File: config.mk
export PLATFORM = sky130hd
export DESIGN_NAME = bcd_seg_scan
export DESIGN_NICKNAME = d
export VERILOG_FILES = /design/src/rtl/bcd_seg_scan.sv
export SDC_FILE = /design/constraint.sdc
export NUM_CORES = 1
export LEC_CHECK = 0
export ABC_AREA = 1
export CAP_MARGIN = 15
export CORE_MARGIN = 2
export CORE_UTILIZATION = 50
export CTS_CLUSTER_SIZE = 28
export DETAILED_ROUTE_END_ITERATION = 7
export GPL_TIMING_DRIVEN = 1
export HOLD_SLACK_MARGIN = 0.08
export PLACE_DENSITY = 0.74
export SLEW_MARGIN = 20
export SYNTH_ARGS = -nofsm -noshare
export SYNTH_HDL_FRONTEND = slang
export SYNTH_SLANG_ARGS = --single-unit
export TNS_END_PERCENT = 10
File: constraint.sdc
create_clock -name clk -period 1.45 [get_ports clk]
set_input_delay 0.29 -clock clk [delete_from_list [all_inputs] [get_ports clk]]
set_output_delay 0.29 -clock clk [all_outputs]
set_load 0.03 [all_outputs]
File: src/rtl/bcd_seg_scan.sv
// Sign + 4-digit BCD display scanner with tear-free frame-boundary update.
// Optional leading-zero blanking enabled by defining BCD_SEG_LZB_EN.
module bcd_seg_scan #(
    parameter int SCAN_DIV  = 1000,
    parameter int BLANK_CYC = 2
) (
    input  logic        clk,
    input  logic        rstn,
    input  logic [16:0] bcd,
    input  logic        bcd_vld,
    output logic [6:0]  seg,
    output logic [4:0]  dig_sel,
    output logic        frame_done,
    output logic        upd_ack
);

    localparam int CNT_W = (SCAN_DIV > 1) ? $clog2(SCAN_DIV) : 1;
    localparam logic [CNT_W-1:0] DIV_LAST = CNT_W'(SCAN_DIV - 1);
    localparam logic [2:0] IDX_LAST = 3'd4;

    logic [CNT_W-1:0] div_cnt_q, div_cnt_d;
    logic [2:0]       idx_q, idx_d;
    logic [16:0]      shadow_q, shadow_d;
    logic             pending_q, pending_d;
    logic [16:0]      active_q, active_d;
    logic [6:0]       seg_q, seg_d;
    logic [4:0]       dig_sel_q, dig_sel_d;
    logic             frame_done_q, frame_done_d;
    logic             upd_ack_q, upd_ack_d;

    logic div_last;
    logic boundary;
    logic slot_blank;
    logic lz_th, lz_hu, lz_te;
    logic sign_neg;

    function automatic logic [6:0] enc7(input logic [3:0] d);
        logic [6:0] s;
        case (d)
            4'd0:    s = 7'h3F;
            4'd1:    s = 7'h06;
            4'd2:    s = 7'h5B;
            4'd3:    s = 7'h4F;
            4'd4:    s = 7'h66;
            4'd5:    s = 7'h6D;
            4'd6:    s = 7'h7D;
            4'd7:    s = 7'h07;
            4'd8:    s = 7'h7F;
            4'd9:    s = 7'h6F;
            default: s = 7'h79;
        endcase
        return s;
    endfunction

    // Slot timing: div_cnt runs within a slot, idx walks the five slots.
    always_comb begin
        div_last  = (div_cnt_q == DIV_LAST);
        boundary  = div_last && (idx_q == IDX_LAST);
        div_cnt_d = div_cnt_q + 1'b1;
        idx_d     = idx_q;
        if (div_last) begin
            div_cnt_d = '0;
            idx_d     = (idx_q == IDX_LAST) ? 3'd0 : idx_q + 3'd1;
        end
    end

    // A word arriving on the boundary cycle bypasses the shadow and commits directly.
    always_comb begin
        shadow_d     = shadow_q;
        pending_d    = pending_q;
        active_d     = active_q;
        frame_done_d = 1'b0;
        upd_ack_d    = 1'b0;
        if (bcd_vld) begin
            shadow_d  = bcd;
            pending_d = 1'b1;
        end
        if (boundary) begin
            frame_done_d = 1'b1;
            if (pending_q || bcd_vld) begin
                active_d  = bcd_vld ? bcd : shadow_q;
                pending_d = 1'b0;
                upd_ack_d = 1'b1;
            end
        end
    end

`ifdef BCD_SEG_LZB_EN
    // A nonzero digit (including >9) stops blanking for every lower digit.
    always_comb begin
        lz_th = (active_q[15:12] == 4'd0);
        lz_hu = lz_th && (active_q[11:8] == 4'd0);
        lz_te = lz_hu && (active_q[7:4] == 4'd0);
    end
`else
    always_comb begin
        lz_th = 1'b0;
        lz_hu = 1'b0;
        lz_te = 1'b0;
    end
`endif

    always_comb begin
        slot_blank = (int'(div_cnt_q) < BLANK_CYC);
        sign_neg   = active_q[16] && (active_q[15:0] != 16'd0);
        seg_d      = '0;
        dig_sel_d  = '0;
        if (!slot_blank) begin
            dig_sel_d = 5'b00001 << idx_q;
            case (idx_q)
                3'd0:    seg_d = enc7(active_q[3:0]);
                3'd1:    seg_d = lz_te ? 7'h00 : enc7(active_q[7:4]);
                3'd2:    seg_d = lz_hu ? 7'h00 : enc7(active_q[11:8]);
                3'd3:    seg_d = lz_th ? 7'h00 : enc7(active_q[15:12]);
                3'd4:    seg_d = sign_neg ? 7'h40 : 7'h00;
                default: seg_d = '0;
            endcase
        end
    end

    always_ff @(posedge clk or negedge rstn) begin
        if (!rstn) begin
            div_cnt_q    <= '0;
            idx_q        <= '0;
            shadow_q     <= '0;
            pending_q    <= 1'b0;
            active_q     <= '0;
            seg_q        <= '0;
            dig_sel_q    <= '0;
            frame_done_q <= 1'b0;
            upd_ack_q    <= 1'b0;
        end else begin
            div_cnt_q    <= div_cnt_d;
            idx_q        <= idx_d;
            shadow_q     <= shadow_d;
            pending_q    <= pending_d;
            active_q     <= active_d;
            seg_q        <= seg_d;
            dig_sel_q    <= dig_sel_d;
            frame_done_q <= frame_done_d;
            upd_ack_q    <= upd_ack_d;
        end
    end

    assign seg        = seg_q;
    assign dig_sel    = dig_sel_q;
    assign frame_done = frame_done_q;
    assign upd_ack    = upd_ack_q;

endmodule

# After elaboration in Yosys (flattened, before gate mapping)
# Memory sizes are Yosys's and may differ from the RTL's.
# Cells that the tools add are included.
# classes
n_addsub	2
mul	0
div	0
magnitude_cmp	1
eq_ne	5
n_shift	1
muxes	13
bitwise	0
reduce_logical	6
# ops
cell	count
7-bit case mux with 5 select lines	1
17-bit 2-to-1 mux	1
16-bit nonzero test	1
7-bit 2-to-1 mux	2
10-bit by 1-bit adder with 10-bit output, second input constant	1
10-bit == test, second input constant	1
10-bit by 2-bit less-than comparator with 1-bit output, second input constant	1
10-bit 2-to-1 mux	1
3-bit by 2-bit == test with 1-bit output, second input constant	2
1-bit 2-to-1 mux	6
5-bit 2-to-1 mux	1
1-bit by 3-bit left shift with 5-bit output, first input constant	1
3-bit by 1-bit adder with 3-bit output, second input constant	1
3-bit by 1-bit == test with 1-bit output, second input constant	1
3-bit == test, second input constant	1
3-bit logical NOT	1
3-bit 2-to-1 mux	1
1-bit logical AND	2
2-bit AND reduction	1
1-bit logical OR	1
# totals
ff_bits	62
latchBits	0
mem_bits_rw	0
rom_bits	448
in_bits	20
output_inout_bits	14
elab_cells	41
n_memories	4
# mem_list
memory	words	word_bits	read_ports	rd_clocked_by_memory_dff	write_ports	line_no	source
(no name shown)	16	7	1	0	0	39	case (d)
(no name shown)	16	7	1	0	0	39	
(no name shown)	16	7	1	0	0	39	
(no name shown)	16	7	1	0	0	39	

# Longest topological paths before layout
# Gate-level depths: netlist of the first run.
# depth
word_depth	5
depth_mapped	10
mapped_depth_nobuf	9

# Least setup slack after synthesis of the first run
# No wires, ideal clock.
# synth_path
path_kind	reg2reg
start	register idx_q[0]
end	register active_q[10]
arrival_ns	1.309
required_time_ns	1.385
path_slack_ns	0.075
stages_incl_launch_ff	9
period_less_slack_ns	1.375
cell_sequence	dfrtp_1 inv_1 ha_1 nand2_2 inv_2 buf_2 buf_2 nand4_1 nand2_1
# synth_between
elab_chain_len	3
# synth_rtl
element	line_no	source
from (decl)	22	logic [2:0] idx_q, idx_d;
from (signal assigned)	134	idx_q <= idx_d;
3-bit == test	58	boundary = div_last && (idx_q == IDX_LAST);
1-bit logical AND	58	
2-bit AND reduction (no source line)	-	
to (signal assigned)	137	active_q <= active_d;
to (decl)	25	logic [16:0] active_q, active_d;
# No other way between the ends.
# A chain may end at the register's enable or synchronous reset.

# Final worst setup path of the first run
# layout_path
start	register idx_q[1]
end	register seg_q[1] (netlist: seg[1])
# layout_between
elab_chain_len	3
# layout_rtl
element	line_no	source
3-bit == test (tied with other cells)	110	case (idx_q)
7-bit case mux with 5 select lines *	110	
7-bit 2-to-1 mux *	108	if (!slot_blank) begin
via seg_d[1]	26	logic [6:0] seg_q, seg_d;
to (signal assigned)	138	seg_q <= seg_d;
to (decl)	26	
# Mark *: on every way through the listed nets, which the timed path passes. The rest lies on a longest branch.

==> impl_metrics.yaml, run 1 <==
setup_path:
  required_ns: 1.71
  crit_arrival_ns: 1.66
  cpMaxStageDelayCell: "dfrtp_1"
  worstReg2RegStart: "idx_q[1]"
  crit_path_start_kind: "flip-flop"
  timing.rr.end: "seg[1]"
  cp_max_fo: 7
  cpPeakStageDelay_ns: 0.41
  end_kind: "flip-flop"
  cp_cell_sequence: "inv_2 > ha_1 > inv_2 > nor2_2 > buf_4 > nand3_1 > nand2_1 > nor2_1 > a21oi_1"
  reg2reg_depth: 9
  cp_common_cell: "inv_2"
  path_class: "flip-flop to flip-flop"
  r2r_slack_ns: 0.06
cts:
  clock_path_buffers: 2
  clkTransAtPathRegs_ns: 0.07
  cts_root_buf: "clkbuf_8"
  cts_buffers: 9
  clkLatencyLatePin_ns: 0.35
  tritoncts: "built"
  cts.sinks: 62
  htree_levels: 3
floorplan:
  core_um2: 6420
  dieHeight_um: 86
  die_x_um: 86
  row_count: 29
  ioPinCount: 34
  die_area_um2: 7400
  initial_utilization_pct: 52.3
cells_and_area:
  fillCellCount: 557
  final_common_cell: "nand2_1"
  finalInstanceArea_um2: 4290
  multi_input_area_um2: 1660
  antenna-diode-count: 0
  seq_area_um2: 1550
  syn2layout_area_growth_pct: 27.5
  fin_util_pct: 66.7
  layout.cells.non_filler: 576
  layout-drive-gt1-share_pct: 17.6
  final_cell_mix: "nand2_1 (143), dfrtp_1 (61), inv_1 (34), nor2_1 (32)"
  nets: 540
synthesis:
  yosys.area.top_type_share_pct: 46.1
  synth_cells: 426
  synth_simple_gate_area_share_pct: 31.6
  synth_compound_area_share_pct: 4.61
  synth_largest_area_cell: "dfrtp_1"
  yosysSeqAreaShare_pct: 46.1
  syn_nets: 472
  yosysUniqueCellTypes: 28
  synthXorXnorAreaFrac_pct: 0.521
  synth-seq-cells: 62
  synth_area_leaders: "dfrtp_1 (46%), nand2_1 (16%), ha_1 (9.7%), inv_1 (4.8%), nand3_1 (4.3%)"
  ys_warn_count: 0
  synth_top_family_by_area: "simple AND/OR/NAND/NOR gates"
  synth_area_um2: 3360
  yosys-mux-area-fraction_pct: 0
  synth.avg_cell_area_um2: 7.89
  synth_fa_ha_area_share_pct: 9.68
global_routing:
  grt_use_total_pct: 20.9
  grt_first_pass_wirelength_um: 12300
  grt_overflow: 0
  grt_pass1_vias: 2794
  grt_antenna_before_repair: 0
  grt_max_degree: 63
place:
  place_hpwl_um: 5250
  placed_cells: 556
  post-place-ws_ns: -0.0135
  port_buffers: 33
  placed_cell_area_um2: 3960
  place_congestion: 0.930
sta:
  finalCritPeriodShare_pct: 96.1
  finalClockSkew_ns: 0.0113
  finalSetupViolCount: 0
  setup_ws_ns: 0.0572
  hold_violations: 0
  finalCriticalPeriod_ns: 1.39
  maxSlewViolCount: 0
  max_freq_ghz: 0.718
  worst_slew_pin_slew_ns: 0.383
  slew_headroom_pct: 74.3
  rsz0062_at_grt: "true"
route:
  wl_um: 7210
  vias_per_cell: 5.04
  drtIter0Drc: 157
  drt_first_pass_iters: 4
  ant_nets: 0
  drc: 0
  dr_total_vias: 2903
  wl_per_cell_um: 12.5
power:
  ir_drop_v: 0.000597
  power_per_cell_area_nw_per_um2: 794
  leakagePower_nw: 2.24
  power_mw: 3.40
flow_run:
  maxCapViolCount: 0
outcome:
  outcome: "completed"
min_path:
  hold_path_class: "input port to asynchronous set/reset pin"
-- registers in the layout, indices dropped and copies added, names as in the netlist --
register    flops
active_q       17
upd_ack         1
seg             7
div_cnt_q      10
frame_done      1
pending_q       1
dig_sel         5
idx_q           3
shadow_q       17
-- what timing repair did --
item	4_1_cts	5_1_grt
hold buffers	1	0
endpoints found under the hold margin	62	0
setup buffers	0	2
gates cloned	0	1
pin swaps	0	9
setup endpoints to repair	17	32
gates resized for setup	15	43
-- cell type report --
type	instances	area share [%]
multi-input combinational	306	38.7
sequential	62	36.2
timing repair buffer	67	13.9
inverter	48	4.47
clock buffer	10	2.98
tap	77	2.25
clock inverter	6	1.46
-- power breakdown --
group | leakage (nW) | switching (mW) | internal [mW]
logic | 1.36 | 0.0898 | 0.0736
registers | 0.778 | 0.0128 | 1.77
clock network | 0.100 | 0.666 | 0.790
-- how the worst max path moves through the flow --
stage / end / cells past startpoint / from / slack [ns]
floorplan: active_q[10] / 8 / idx_q[0] / 0.08
global placement: div_cnt_q[8] / 7 / div_cnt_q[0] / 0.003
detailed placement: div_cnt_q[8] / 7 / div_cnt_q[0] / -0.01
CTS: seg[6] / 9 / idx_q[0] / -0.001
global route: seg[1] / 9 / idx_q[1] / -0.03
finish: seg[1] / 9 / idx_q[1] / 0.06
-- stage by stage --
step | hold WS, ns | TNS (ns)
after CTS | 0.480 | -0.00226
final | 0.478 | 0
after global placement | 0.321 | 0
after floorplan | -0.00559 | 0
after global routing | 0.512 | -0.0564
after detailed placement | 0.324 | -0.0220
-- Yosys cell counts, drive strengths merged --
cell / instances
a21oi: 4
a31oi: 1
buf: 11
clkinv: 1
dfrtp: 62
ha: 26
inv: 47
nand2: 152
nand3: 30
nand4: 19
nor2: 38
nor3: 7
o21ai: 23
o21bai: 1
o22ai: 1
or2: 1
xor2: 2
-- routing by layer --
layer	global-route usage, %	up-vias	routed length [µm]
met4	8.80	0	155
met5	0	-	0
met1	26.8	1334	3310
met3	3.46	15	278
met2	34.9	64	3460
li1	-	1490	-
-- worst max-delay path, delay by kind of cell (launching register included) --
family / cells / cell delay, ns
adders and majority gates: 1 / 0.18
buffers and inverters: 3 / 0.30
and+or+nand+nor: 4 / 0.27
AOI/OAI and AO/OA: 1 / 0.15
DFF: 1 / 0.41
-- cells by family (layout without fill, tap and decap cells) --
group,count (synthesis),after routing
flops,62,62
fa+ha+maj,26,26
simple gates,247,248
buf+inv,59,131
xor+xnor,2,2
compound gates,30,30
No activity file was read; power rests on OpenSTA's default activity.
==> run 2, diff against run 1 <==
Settings changed: CORE_UTILIZATION 50 to 35, PLACE_DENSITY 0.74 to 0.63, REMOVE_ABC_BUFFERS set to 1.
==> impl_metrics.yaml, run 2 (synthesis results as in run 1) <==
setup_path:
  path_class: "flip-flop to flip-flop"
  cpLargestDelayFamily: "flip-flops"
  reg2reg_depth: 8
  crit_arrival_ns: 1.63
  cpMaxStageDelayCell: "dfrtp_1"
  worst-path-stages: 8
  cp_common_cell: "nor2_1"
  cpPeakStageDelay_ns: 0.43
  cp_max_fo: 7
  end_kind: "flip-flop"
  cp_num_buf_inv: 2
  crit_path_start_kind: "flip-flop"
  required_ns: 1.68
  cp_cell_sequence: "ha_1 > inv_1 > nor2_1 > buf_4 > o21ai_0 > nand2_1 > nor2_1 > nor2_1"
power:
  ir_drop_v: 0.000326
  power_per_cell_area_nw_per_um2: 761
  leakagePower_nw: 2.19
  power_mw: 3.25
sta:
  max_freq_ghz: 0.718
  finalCriticalPeriod_ns: 1.39
  maxSlewViolCount: 0
  worst_slew_pin_slew_ns: 0.319
  finalCritPeriodShare_pct: 96.1
  slew_headroom_pct: 78.6
  hold_ws_ns: 0.472
  fin_setup_tns_ns: 0
  finalClockSkew_ns: 0.00760
  rsz0062_at_grt: "true"
  finalSetupViolCount: 0
  hold_violations: 0
route:
  drc: 0
  wl_per_cell_um: 11.8
  vias_per_cell: 4.67
  wl_um: 7370
  drtIter0Drc: 143
  dr_wl_met2_um: 3260
  drt_first_pass_iters: 4
  dr_wl_met3_um: 425
  topRoutingLayerUsed: "met4"
  ant_nets: 0
  dr_total_vias: 2926
  wl_met1_um: 3530
floorplan:
  dieHeight_um: 102
  die_area_um2: 10400
  die_x_um: 102
  row_count: 35
  core_um2: 9280
  ioPinCount: 34
  initial_utilization_pct: 36.2
cells_and_area:
  top_regs: "active_q (17), shadow_q (17), div_cnt_q (10)"
  syn2layout_area_growth_pct: 27.0
  final_common_cell: "nand2_1"
  layout.cells.non_filler: 626
  antenna-diode-count: 0
  nets: 538
  finalInstanceArea_um2: 4270
  final_cell_mix: "nand2_1 (146), dfrtp_1 (61), inv_1 (39), nor2_1 (32), nand3_1 (29)"
  layout-drive-gt1-share_pct: 14.7
global_routing:
  grt_antenna_before_repair: 0
  grt_max_degree: 63
  grt_overflow: 0
  grt_use_total_pct: 15.3
  grt_pass1_vias: 2726
  grt_first_pass_wirelength_um: 12500
cts:
  cts.sinks: 62
  htree_levels: 3
  clock_path_buffers: 2
  cts_buffers: 9
  tritoncts: "built"
  clkLatencyLatePin_ns: 0.34
  clkTransAtPathRegs_ns: 0.07
  cts_root_buf: "clkbuf_8"
  post_cts_buffers: 0
place:
  port_buffers: 33
  place_hpwl_um: 5250
  place_congestion: 0.898
  placed_cells: 607
  placed_cell_area_um2: 4020
flow_run:
  maxCapViolCount: 0
outcome:
  outcome: "completed"
min_path:
  hold_path_class: "flip-flop to flip-flop"
  hold_depth: 2
run 2: changes by cell type in the layout (fill, tap and decap cells not counted), moves of 2 or more:
cell / delta
nand2_1: +3
clkbuf_1: +4
inv_1: +5
ha_4: -2
nand2_2: -3
clkinv_2: -2
inv_2: -5
buf_4: -3
run 2: worst reg2reg max path: cells and delay by family, from the launching register on:
family | cells | cell delay [ns]
AO/OA/AOI/OAI | 1 | 0.13
adder cells (fa/ha/maj) | 1 | 0.21
flip-flops | 1 | 0.43
buffers and inverters | 2 | 0.23
AND/OR/NAND/NOR | 4 | 0.29
run 2: final timing paths:
path	slack (ns)	endpoint	startpoint
worst min register to register	0.47	active_q[16]	active_q[16]
worst min-delay path	0.47	active_q[16]	active_q[16]
worst max-delay path	0.06	seg[0]	idx_q[0]
worst max register to register	0.06	seg[0]	idx_q[0]
min in group asynchronous	0.49	active_q[1]	rstn
max in group asynchronous	0.68	idx_q[2]	rstn
run 2: where the power goes:
group / switching, mW / internal (mW)
Combinational: 0.0904 / 0.0735
Sequential: 0.0112 / 1.77
Clock: 0.636 / 0.668
Total: 0.738 / 2.51
run 2: metal layers:
layer  global-route usage, %  vias up
met1                    20.8     1340
met5                       0        -
met4                    6.56        0
li1                        -     1487
met2                    23.0       87
met3                    4.38       12
run 2: layout make-up:
cell class,instances,area [µm²]
fillers,940,5010
multi-input cells,307,1630
flip-flops and latches,62,1550
repair buffers,64,571
inverters,48,191
well taps,129,161
clock buffers,15,156
clock inverters,1,5.00
run 2: per-stage QoR:
step	util, %	setup slack (ns)
after floorplan	-	0.0309
after global placement	43.3	-0.0172
after detailed placement	43.3	-0.0355
after CTS	45.0	0.0106
after global routing	46.0	-0.0608
final	46.0	0.0568
run 2: what timing repair did:
item,in CTS,in global routing
endpoints found under the hold margin,62,0
gates cloned,0,2
hold buffers,1,0
setup endpoints to repair,21,32
pin swaps,0,3
resized for setup,17,28
